### config.mk
export PLATFORM = sky130hd
export DESIGN_NAME = pipe_ctrl
export DESIGN_NICKNAME = d
export VERILOG_FILES = /design/src/rtl/pipe_ctrl_pkg.sv /design/src/rtl/pipe_ctrl_stall_wdog.sv /design/src/rtl/pipe_ctrl.sv
export SDC_FILE = /design/constraint.sdc
export NUM_CORES = 1
export LEC_CHECK = 0
export CORE_MARGIN = 5
export CORE_UTILIZATION = 42
export DETAILED_ROUTE_END_ITERATION = 12
export GPL_ROUTABILITY_DRIVEN = 0
export PLACE_DENSITY = 0.79
export SYNTH_ARGS = -nofsm -noshare
export SYNTH_HDL_FRONTEND = slang
export SYNTH_SLANG_ARGS = --single-unit
### constraint.sdc
create_clock -name clk -period 1.85 [get_ports clk]
set_input_delay 0.2775 -clock clk [delete_from_list [all_inputs] [get_ports clk]]
set_output_delay 0.2775 -clock clk [all_outputs]
set_load 0.01 [all_outputs]
### src/rtl/pipe_ctrl_pkg.sv
// Shared definitions for the pipeline sequencer: stop/enable levels, stall
// vector encodings, FSM state type and the stall priority encoder.
package pipe_ctrl_pkg;

  localparam logic STOP     = 1'b1;
  localparam logic NOT_STOP = 1'b0;
  localparam logic ENABLE   = 1'b1;
  localparam logic DISABLE  = 1'b0;

  // Stall vector bit order: [0]=pc [1]=if [2]=id [3]=ex [4]=mem [5]=wb
  localparam logic [5:0] STALL_NONE = {6{NOT_STOP}};
  localparam logic [5:0] STALL_IF   = {{4{NOT_STOP}}, {2{STOP}}};
  localparam logic [5:0] STALL_ID   = {{3{NOT_STOP}}, {3{STOP}}};
  localparam logic [5:0] STALL_EX   = {{2{NOT_STOP}}, {4{STOP}}};
  localparam logic [5:0] STALL_MEM  = {NOT_STOP, {5{STOP}}};

  typedef enum logic {
    PCTRL_RUN   = 1'b0,
    PCTRL_FLUSH = 1'b1
  } pctrl_state_e;

  // Highest-priority request wins; later stages stall everything upstream.
  function automatic logic [5:0] stall_encode(input logic req_if, input logic req_id,
                                               input logic req_ex, input logic req_mem);
    logic [5:0] v;
    if (req_mem)     v = STALL_MEM;
    else if (req_ex) v = STALL_EX;
    else if (req_id) v = STALL_ID;
    else if (req_if) v = STALL_IF;
    else             v = STALL_NONE;
    return v;
  endfunction

endpackage

### src/rtl/pipe_ctrl_stall_wdog.sv
// Stall watchdog: saturating count of consecutive stalled cycles with a
// sticky error flag that sets when the count reaches MAX.
module stall_wdog
  import pipe_ctrl_pkg::*;
#(
  parameter int unsigned MAX = 255
) (
  input  logic clk,
  input  logic reset,
  input  logic inc,
  input  logic clr,
  output logic err
);

  localparam int unsigned CW   = (MAX > 1) ? $clog2(MAX + 1) : 1;
  localparam logic [CW-1:0] CMAX = CW'(MAX);

  logic [CW-1:0] cnt;

  // Count stalled cycles, saturate at MAX, latch the error on reaching it.
  always_ff @(posedge clk or posedge reset) begin
    if (reset) begin
      cnt <= '0;
      err <= DISABLE;
    end else if (clr) begin
      cnt <= '0;
    end else if (inc) begin
      if (cnt != CMAX) cnt <= cnt + 1'b1;
      if (cnt >= CMAX - 1'b1) err <= ENABLE;
    end
  end

endmodule

### src/rtl/pipe_ctrl.sv
// Central pipeline sequencer: stall priority encoder, exception flush FSM
// and stall watchdog. Optional PIPE_CTRL_PERF_EN adds perf_stall_cnt.
module pipe_ctrl
  import pipe_ctrl_pkg::*;
#(
  parameter int unsigned FLUSH_CYCLES = 1,
  parameter int unsigned WDOG_MAX     = 255
) (
  input  logic        clk,
  input  logic        reset,
  input  logic        stallreq_if,
  input  logic        stallreq_id,
  input  logic        stallreq_ex,
  input  logic        stallreq_mem,
  input  logic        excp_req,
  input  logic [31:0] excp_pc,
  output logic [5:0]  stall,
  output logic        flush,
  output logic [31:0] new_pc,
  output logic        busy_flush,
  output logic        wdog_err
`ifdef PIPE_CTRL_PERF_EN
  ,
  output logic [31:0] perf_stall_cnt
`endif
);

  localparam int unsigned FW = (FLUSH_CYCLES > 1) ? $clog2(FLUSH_CYCLES) : 1;
  localparam logic [FW-1:0] FLUSH_LAST = FW'(FLUSH_CYCLES - 1);

  pctrl_state_e  state, state_n;
  logic [FW-1:0] cnt, cnt_n;
  logic          flush_n;
  logic [31:0]   new_pc_n;
  logic          wdog_inc;

  // FSM state, flush hold counter and registered redirect outputs.
  always_ff @(posedge clk or posedge reset) begin
    if (reset) begin
      state  <= PCTRL_RUN;
      cnt    <= '0;
      flush  <= DISABLE;
      new_pc <= '0;
    end else begin
      state  <= state_n;
      cnt    <= cnt_n;
      flush  <= flush_n;
      new_pc <= new_pc_n;
    end
  end

  // Next-state logic and the combinational stall vector.
  always_comb begin
    state_n  = state;
    cnt_n    = cnt;
    flush_n  = flush;
    new_pc_n = new_pc;
    stall    = STALL_NONE;
    case (state)
      PCTRL_RUN: begin
        if (excp_req) begin
          state_n  = PCTRL_FLUSH;
          cnt_n    = FLUSH_LAST;
          flush_n  = ENABLE;
          new_pc_n = excp_pc;
        end else begin
          stall = stall_encode(stallreq_if, stallreq_id, stallreq_ex, stallreq_mem);
        end
      end
      PCTRL_FLUSH: begin
        if (cnt == '0) begin
          state_n  = PCTRL_RUN;
          flush_n  = DISABLE;
          new_pc_n = '0;
        end else begin
          cnt_n = cnt - 1'b1;
        end
      end
      default: state_n = PCTRL_RUN;
    endcase
    if (reset) stall = STALL_NONE;
  end

  assign busy_flush = (state == PCTRL_FLUSH);
  assign wdog_inc   = (state == PCTRL_RUN) && (stall != STALL_NONE);

  stall_wdog #(
    .MAX (WDOG_MAX)
  ) u_wdog (
    .clk   (clk),
    .reset (reset),
    .inc   (wdog_inc),
    .clr   (!wdog_inc),
    .err   (wdog_err)
  );

`ifdef PIPE_CTRL_PERF_EN
  // Saturating count of cycles in which the PC stage is stopped.
  always_ff @(posedge clk or posedge reset) begin
    if (reset) begin
      perf_stall_cnt <= '0;
    end else if (stall[0] == STOP && perf_stall_cnt != '1) begin
      perf_stall_cnt <= perf_stall_cnt + 1'b1;
    end
  end
`endif

endmodule

# Word level (Yosys, flattened, before mapping)
# Index checks and enable logic that the tools add are counted.
# word_totals
ff_bits,44
input_bits,39
out_inout_bits,41
wordCells,39
# op_classes
add_sub_neg,2
order_cmp,1
n_eq_ne,4
n_mux,21
n_bitwise,1
n_reduce_logical,4
# ops
op,count
$mux W32,2
$pmux W32 S2,1
$mux W8,2
$mux W6,2
$mux W5,2
$add A8 B1 Y8 const B,1
$ge A8 B8 Y1 const B,1
$ne A8 B8 Y1 const B,1
$mux W1,6
$ne A2 B2 Y1 const B,3
$pmux W1 S2,3
$reduce_bool A6 Y1,1
$mux W4,1
$reduce_and A2 Y1,2
$mux W3,1
$mux W2,1
$logic_and A1 B1 Y1,1
$not A1 Y1,1
$sub A1 B1 Y1 const B,1

# Depth between registers and ports, before layout
# Gate-level depths: netlist of the first run.
# depth
word_depth,10
mapped_depth,5
depth_no_buf,4

# Hierarchy
# A second synthesis of the first run with hierarchy kept.
# unflattened
hier_cells,175
area_unflattened_um2,1966.9
# by_module_without_submodules
mod,instances,cells_per_inst,area_each_um2,seq_area_each_um2
pipe_ctrl,1,125,1445.1,850.8
stall_wdog,1,50,521.8,225.2

# Worst setup path before layout of the first run
# OpenSTA, ideal clock, no wires.
# synth_timing
kind,input -> output
start,input stallreq_mem
end,output stall[1]
t_arrival_ns,1.256
required_time_ns,1.572
slack_ns,0.316
path_stages,5
n_path_buf,2
path_cell_list,or4_1 -> buf_2 -> nand2_4 -> inv_1 -> buf_4
# synth_via
elab_chain_cells,4
# synth_lines
element,line,text
from (decl),pipe_ctrl.sv:14,"input logic stallreq_mem,"
$mux W5,pipe_ctrl_pkg.sv:26,if (req_mem) v = STALL_MEM;
$mux W5,pipe_ctrl.sv:61,if (excp_req) begin
$mux W6,pipe_ctrl.sv:59,case (state)
$mux W6,pipe_ctrl.sv:81,if (reset) stall = STALL_NONE;
to (decl),pipe_ctrl.sv:17,"output logic [5:0] stall,"
# Every way passes these cells.

# Final worst setup path of the first run
# layout_timing
start,input stallreq_mem
end,output stall[0]
# The elaborated chain is that of the path after synthesis.

==> results.yml, run 1 <==
clock_network:
  htree_num_levels: 2
  clock_latency_ns: 0.29
  path_clk_slew_ns: 0.08
  cts_inserted_buffers: 5
  cts_tree: "yes"
  clk_path_buf_depth: 2
  root_buffer: "clkbuf_8"
  cts.sinks: 43
route:
  first_pass_iters: 4
  drt-initial-drc-count: 55
  route.met3.wl_microns: 369
  wl_per_cell_microns: 14.6
  highest_layer: "met4"
  vias: 1542
  drcViolationCount: 0
  met2_length_microns: 2020
  routed_wl_microns: 4440
  viasPerCell: 5.07
  antenna_left: 0
  drt-met1-wl_microns: 1990
floorplan:
  die_area_sq_um: 6030
  dieHeight_microns: 77.7
  core_sq_um: 4380
  dieWidth_microns: 77.7
  fp-row-count: 24
  initial_core_util_pct: 43.9
  io_pins: 80
place:
  hpwl_microns: 3220
  io_buffers: 78
  placed_cells: 294
global_routing:
  grt_overflow: 0
  grt_pass1_vias: 1596
  grt_pass1_wl_microns: 7540
  grt_usage_pct: 15.4
  grt_max_degree: 44
  antenna_found_initial: 0
critical_path:
  crit_type: "in -> out"
  r2r_cells: 4
  required_ns: 1.57
  endpoint_kind: "output pin"
  cp_data_arrival_time_ns: 1.49
  r2r_start: "u_wdog.cnt[0]$_DFFE_PP0P_"
  start_kind: "input port"
  r2r-end: "u_wdog.cnt[5]$_DFFE_PP0P_"
  critPathMaxFanout: 2
  r2r_slack_ns: 0.33
logic_synthesis:
  syn_area_sq_um: 1920
  synthAdderAreaFrac_pct: 1.30
  synthMuxAreaShare_pct: 17.7
  syn_nets: 208
  yosys.area_share.simple_pct: 15.4
  synth_top_family_by_area: "multiplexers"
  synth_cell_type_count: 33
  ys_seq_area_share_pct: 56.0
  synthXorXnorAreaFrac_pct: 0
  netlist_instances: 167
  syn_area_per_cell_sq_um: 11.5
  synth_compound_area_share_pct: 5.27
  ys_seq_elements: 43
  synth_warnings: 0
layout:
  drive_gt1_share_pct: 11.1
  area_growth_pct: 51.2
  layout_commonest_cell: "clkdlybuf4s50_1"
  final_cells: 304
  antennaDiodeCount: 0
  final_core_util_pct: 66.3
  finalNetCount: 292
  layout_common_cells: "72 x clkdlybuf4s50_1, 42 x dfrtp_1, 34 x mux2i_1, 34 x nor2_1, 8 x buf_4"
pwr:
  powerDensity_nw_per_um2: 767
  cellLeakagePower_nw: 1.35
  ir_worst_vdd_v: 0.000438
timing:
  setup_violations: 0
  maxSlewViolCount: 0
  fin_skew_ns: 0.00269
  finalCritPeriodShare_pct: 95.6
  worst_slew_pin_slew_ns: 0.556
  hold_viol: 0
  relSlewSlack_pct: 63.0
  rsz0062_at_grt: "no"
  holdWs_ns: 0.408
  fin_crit_ns: 1.77
  fmax_mhz: 565
flow_run:
  maxCapViolations: 0
status:
  status: "finished clean"
worst_hold_path:
  hold_path.class: "in -> async"
[how the worst max path moves through the flow]
stage	from	to	slack (ns)
6_report	stallreq_mem	stall[0]	0.08
5_1_grt	busy_flush$_DFF_PP0_	stall[2]	0.02
4_1_cts	busy_flush$_DFF_PP0_	busy_flush	0.03
3_5_place_dp	stallreq_mem	stall[0]	-0.35
3_3_place_gp	stallreq_mem	stall[1]	-0.33
2_1_floorplan	stallreq_mem	stall[1]	0.32
[flip-flops by register name, indices dropped and copies added, names as in the netlist]
register and cells:
flush 1, u_wdog.err 1, busy_flush 1, u_wdog.cnt 8
new_pc 32
[final cells by class]
cell class / count / area [sq um]
multi-input combinational: 109 / 771
fill: 357 / 1480
sequential: 43 / 1080
timing repair buffer: 88 / 862
clock buffer: 6 / 82.6
clock inverter: 2 / 35.0
tap: 52 / 65.1
inverter: 4 / 15.0
[synth_stat cells, drive strengths merged]
cell	n	share of area (%)
a211oi	3	1.2
a21oi	1	0.26
a31oi	2	0.65
and2	1	0.39
and3	1	0.33
and4	1	0.46
buf	8	2.8
clkbuf	3	0.59
conb	1	0.19
dfrtp	43	56
ha	2	1.3
inv	4	0.78
mux2i	34	18
nand2	3	0.98
nand3	4	1.0
nand3b	2	0.78
nand4	2	0.65
nor2	34	6.6
nor2b	1	0.33
nor3	6	2.1
nor3b	1	0.39
nor4b	2	0.91
o2111ai	2	0.91
o211ai	1	0.39
o21a	1	0.39
o21bai	2	0.98
o31a	1	0.52
or4	1	0.39
[cells by family (layout without fill, tap and decap cells)]
group	after synthesis	after routing
fa+ha+maj	2	2
simple gates	59	59
other cells	1	1
mux	34	34
compound gates	13	13
buf+inv	15	100
flops	43	43
[metal layers]
metal	global-route usage, %	vias to the layer above
met5	0	-
met4	4.12	0
met3	5.56	6
met2	24.7	56
met1	19.6	734
li1	-	746
[worst max-delay path, stage by stage]
cell	delay [ns]
clkdlybuf4s50_1	0.42
or4_4	0.54
nand2_4	0.08
inv_1	0.04
buf_2	0.13
[power by group]
group	switching, mW	internal (mW)	total [mW]
Combinational	0.179	0.262	0.441
Sequential	0.0373	1.01	1.04
Clock	0.307	0.437	0.744
[what timing repair did]
action	in CTS	in global routing
pin swaps	3	0
setup buffers	2	0
setup endpoints to repair	6	2
hold buffers	0	0
resized for setup	15	1
[through the flow]
step	worst slack (ns)	setup TNS, ns	instance area [sq um]	power [mW]
floorplan	0.316	0	1920	1.24
global placement	-0.335	-1.19	2770	1.50
detailed placement	-0.351	-1.25	2770	1.51
CTS	0.0310	0	2910	2.27
global route	0.0156	0	2910	2.35
finish	0.0806	0	2910	2.23
Power figures use the tool's default switching activity.
==> run 2, diff against run 1 <==
--- a/config.mk
+++ b/config.mk
@@ -8,7 +8,6 @@
 export CORE_MARGIN = 5
 export CORE_UTILIZATION = 42
 export DETAILED_ROUTE_END_ITERATION = 12
-export GPL_ROUTABILITY_DRIVEN = 0
 export PLACE_DENSITY = 0.79
 export SYNTH_ARGS = -nofsm -noshare
 export SYNTH_HDL_FRONTEND = slang
==> results of run 2 <==
The final DEF is identical to that of run 1; final timing and power are the same.
==> run 3, diff against run 2 <==
--- a/config.mk
+++ b/config.mk
@@ -5,10 +5,11 @@
 export SDC_FILE = /design/constraint.sdc
 export NUM_CORES = 1
 export LEC_CHECK = 0
+export ABC_AREA = 1
 export CORE_MARGIN = 5
-export CORE_UTILIZATION = 42
+export CORE_UTILIZATION = 43
 export DETAILED_ROUTE_END_ITERATION = 12
-export PLACE_DENSITY = 0.79
+export PLACE_DENSITY = 0.8
 export SYNTH_ARGS = -nofsm -noshare
 export SYNTH_HDL_FRONTEND = slang
 export SYNTH_SLANG_ARGS = --single-unit
==> results.yml, run 3 <==
status:
  status: "finished clean"
clock_network:
  postCtsHoldBufs: 0
  cts.sinks: 43
  cts_tree: "yes"
  root_buffer: "clkbuf_8"
  clk_path_buf_depth: 2
  cts_inserted_buffers: 5
  path_clk_slew_ns: 0.09
  htree_num_levels: 2
  clock_latency_ns: 0.30
logic_synthesis:
  synth_cell_type_count: 23
  ys_seq_elements: 43
  yosysMostFrequentCell: "nand2_1"
  synth_edf_count: 0
  netlist_instances: 235
  syn_area_sq_um: 1940
  syn_area_per_cell_sq_um: 8.26
  netlist_top_cells_count: "93 x nand2_1, 43 x dfrtp_1, 38 x nand3_1"
  synth_warnings: 0
  syn_nets: 276
  async_flop_share_pct: 100
  ys_seq_area_share_pct: 55.4
  synth_area_leader_cell: "dfrtp_1"
  ys_top_cells_by_area: "dfrtp_1 55%, nand2_1 18%, nand3_1 9.8%, inv_1 2.9%, nor2_1 1.7%"
  synth_ff_type: "dfrtp_1"
  synth.top_cell.area_share_pct: 55.4
floorplan:
  die_area_sq_um: 5960
  fp-row-count: 24
  dieWidth_microns: 77.2
  initial_core_util_pct: 44.6
  dieHeight_microns: 77.2
  core_sq_um: 4350
  io_pins: 80
timing:
  rsz0062_at_grt: "no"
  fin_ws_ns: 0.135
  fin_crit_ns: 1.71
  relSlewSlack_pct: 63.3
  fmax_mhz: 583
  fin_skew_ns: 0.00921
  worst_slew_pin_slew_ns: 0.550
  finalCritPeriodShare_pct: 92.7
  tns_ns: 0
  hold_viol: 0
  setup_violations: 0
  holdWs_ns: 0.476
  maxSlewViolCount: 0
route:
  antenna_left: 0
  drt-initial-drc-count: 108
  wl_per_cell_microns: 13.3
  routed_wl_microns: 4890
  vias: 1784
  viasPerCell: 4.85
  drcViolationCount: 0
  first_pass_iters: 4
place:
  routabilityCongestion: 0.834
  place_area_sq_um: 2790
  io_buffers: 78
  post-place-ws_ns: -0.134
  hpwl_microns: 3520
global_routing:
  grt_usage_pct: 17.1
  antenna_found_initial: 0
  grt_max_degree: 44
  grt_pass1_wl_microns: 8250
  grt_overflow: 0
  grt_pass1_vias: 1729
layout:
  regArea_sq_um: 1080
  multiInputGateArea_sq_um: 739
  final_core_util_pct: 66.7
  fin_area_sq_um: 2910
  largestRegisters: "new_pc (32), u_wdog.cnt (8)"
  layout_common_cells: "93 x nand2_1, 73 x clkdlybuf4s50_1, 43 x dfrtp_1, 38 x nand3_1, 14 x inv_1"
  antennaDiodeCount: 0
  largest_reg_flops: 32
  top_register: "new_pc"
  finalNetCount: 356
  area_growth_pct: 49.6
  fillers: 369
  drive_gt1_share_pct: 8.54
  layout_commonest_cell: "nand2_1"
critical_path:
  endpoint_kind: "output pin"
  critPathMaxFanout: 3
  required_ns: 1.57
  cp_data_arrival_time_ns: 1.44
  r2r_cells: 7
  crit_type: "in -> out"
  start_kind: "input port"
worst_hold_path:
  hold_path.class: "reg -> reg"
  min_path_cells: 2
pwr:
  cellLeakagePower_nw: 1.45
  powerDensity_nw_per_um2: 759
  ir_worst_vdd_v: 0.000614
flow_run:
  maxCapViolations: 0
[run 3: cell types whose count changed after synthesis, moves of 3 or more]
cell | before | now
nand3_1 | 4 | 38
mux2i_1 | 34 | 0
nor3_1 | 5 | 0
inv_1 | 4 | 15
inv_2 | 0 | 3
nor2_1 | 34 | 9
nor2_2 | 0 | 3
nand2_1 | 2 | 93
a211oi_1 | 3 | 0
[run 3: critical path, stage by stage]
cell	delay, ns
clkdlybuf4s50_1	0.44
inv_2	0.08
nand2_1	0.06
nor2_2	0.14
nand2_2	0.10
nand2_4	0.07
dlygate4sd2_1	0.27
[run 3: cells by family (layout without fill, tap and decap cells)]
kind of cell | count (synthesis) | after routing | synth area share, %
flops | 43 | 43 | 55.4
xor+xnor | 2 | 2 | 0.902
compound gates | 7 | 7 | 1.93
simple gates | 150 | 150 | 33.8
other cells | 1 | 1 | 0.193
fa+ha+maj | 2 | 2 | 1.29
buf+inv | 30 | 111 | 6.51
[run 3: timing repair]
item / in CTS / in global routing
endpoints found under the setup margin: 5 / 0
resized for setup: 5 / 0
buffers inserted: 0 / 0
[run 3: where the power goes]
| group | internal (mW) | switching (mW) | leakage [nW] |
|---|---|---|---|
| combinational | 0.229 | 0.185 | 0.831 |
| sequential | 1.00 | 0.0368 | 0.559 |
| clock | 0.437 | 0.316 | 0.0612 |
| total | 1.67 | 0.538 | 1.45 |
[run 3: final cells by class]
| type | instances | share of cell area (%) |
|---|---|---|
| multi-input cells | 162 | 25.5 |
| inverters | 19 | 2.58 |
| clock inverters | 2 | 1.21 |
| flip-flops and latches | 43 | 37.0 |
| repair buffers | 84 | 28.6 |
| well taps | 52 | 2.24 |
| clock buffers | 6 | 2.84 |
[run 3: path summary, 6_finish.rpt]
| kind | slack (ns) | endpoint | start |
|---|---|---|---|
| min reg2reg | 0.48 | u_wdog.err$_DFFE_PP0P_ | u_wdog.err$_DFFE_PP0P_ |
| max in group asynchronous | 0.92 | new_pc[26]$_DFFE_PP0P_ | reset |
| max reg2reg | 0.39 | new_pc[21]$_DFFE_PP0P_ | busy_flush$_DFF_PP0_ |
| min in group asynchronous | 0.54 | u_wdog.cnt[5]$_DFFE_PP0P_ | reset |
| min | 0.48 | u_wdog.err$_DFFE_PP0P_ | u_wdog.err$_DFFE_PP0P_ |
| max | 0.14 | stall[1] | excp_req |
[run 3: through the flow]
step           total power [mW]  std cells
5_1_grt                    2.32        368
2_1_floorplan              1.22        235
3_3_place_gp               1.48        360
6_report                   2.21        368
4_1_cts                    2.24        368
3_5_place_dp               1.48        360
[run 3: per-layer routing]
metal	routed length (microns)	up-vias	part of all wire, %	GRT usage [%]
li1	-	889	-	-
met1	2010	837	41	21.3
met2	2500	51	51	28.4
met3	311	7	6.4	4.57
met4	67	0	1.4	5.84
met5	0	-	0	0
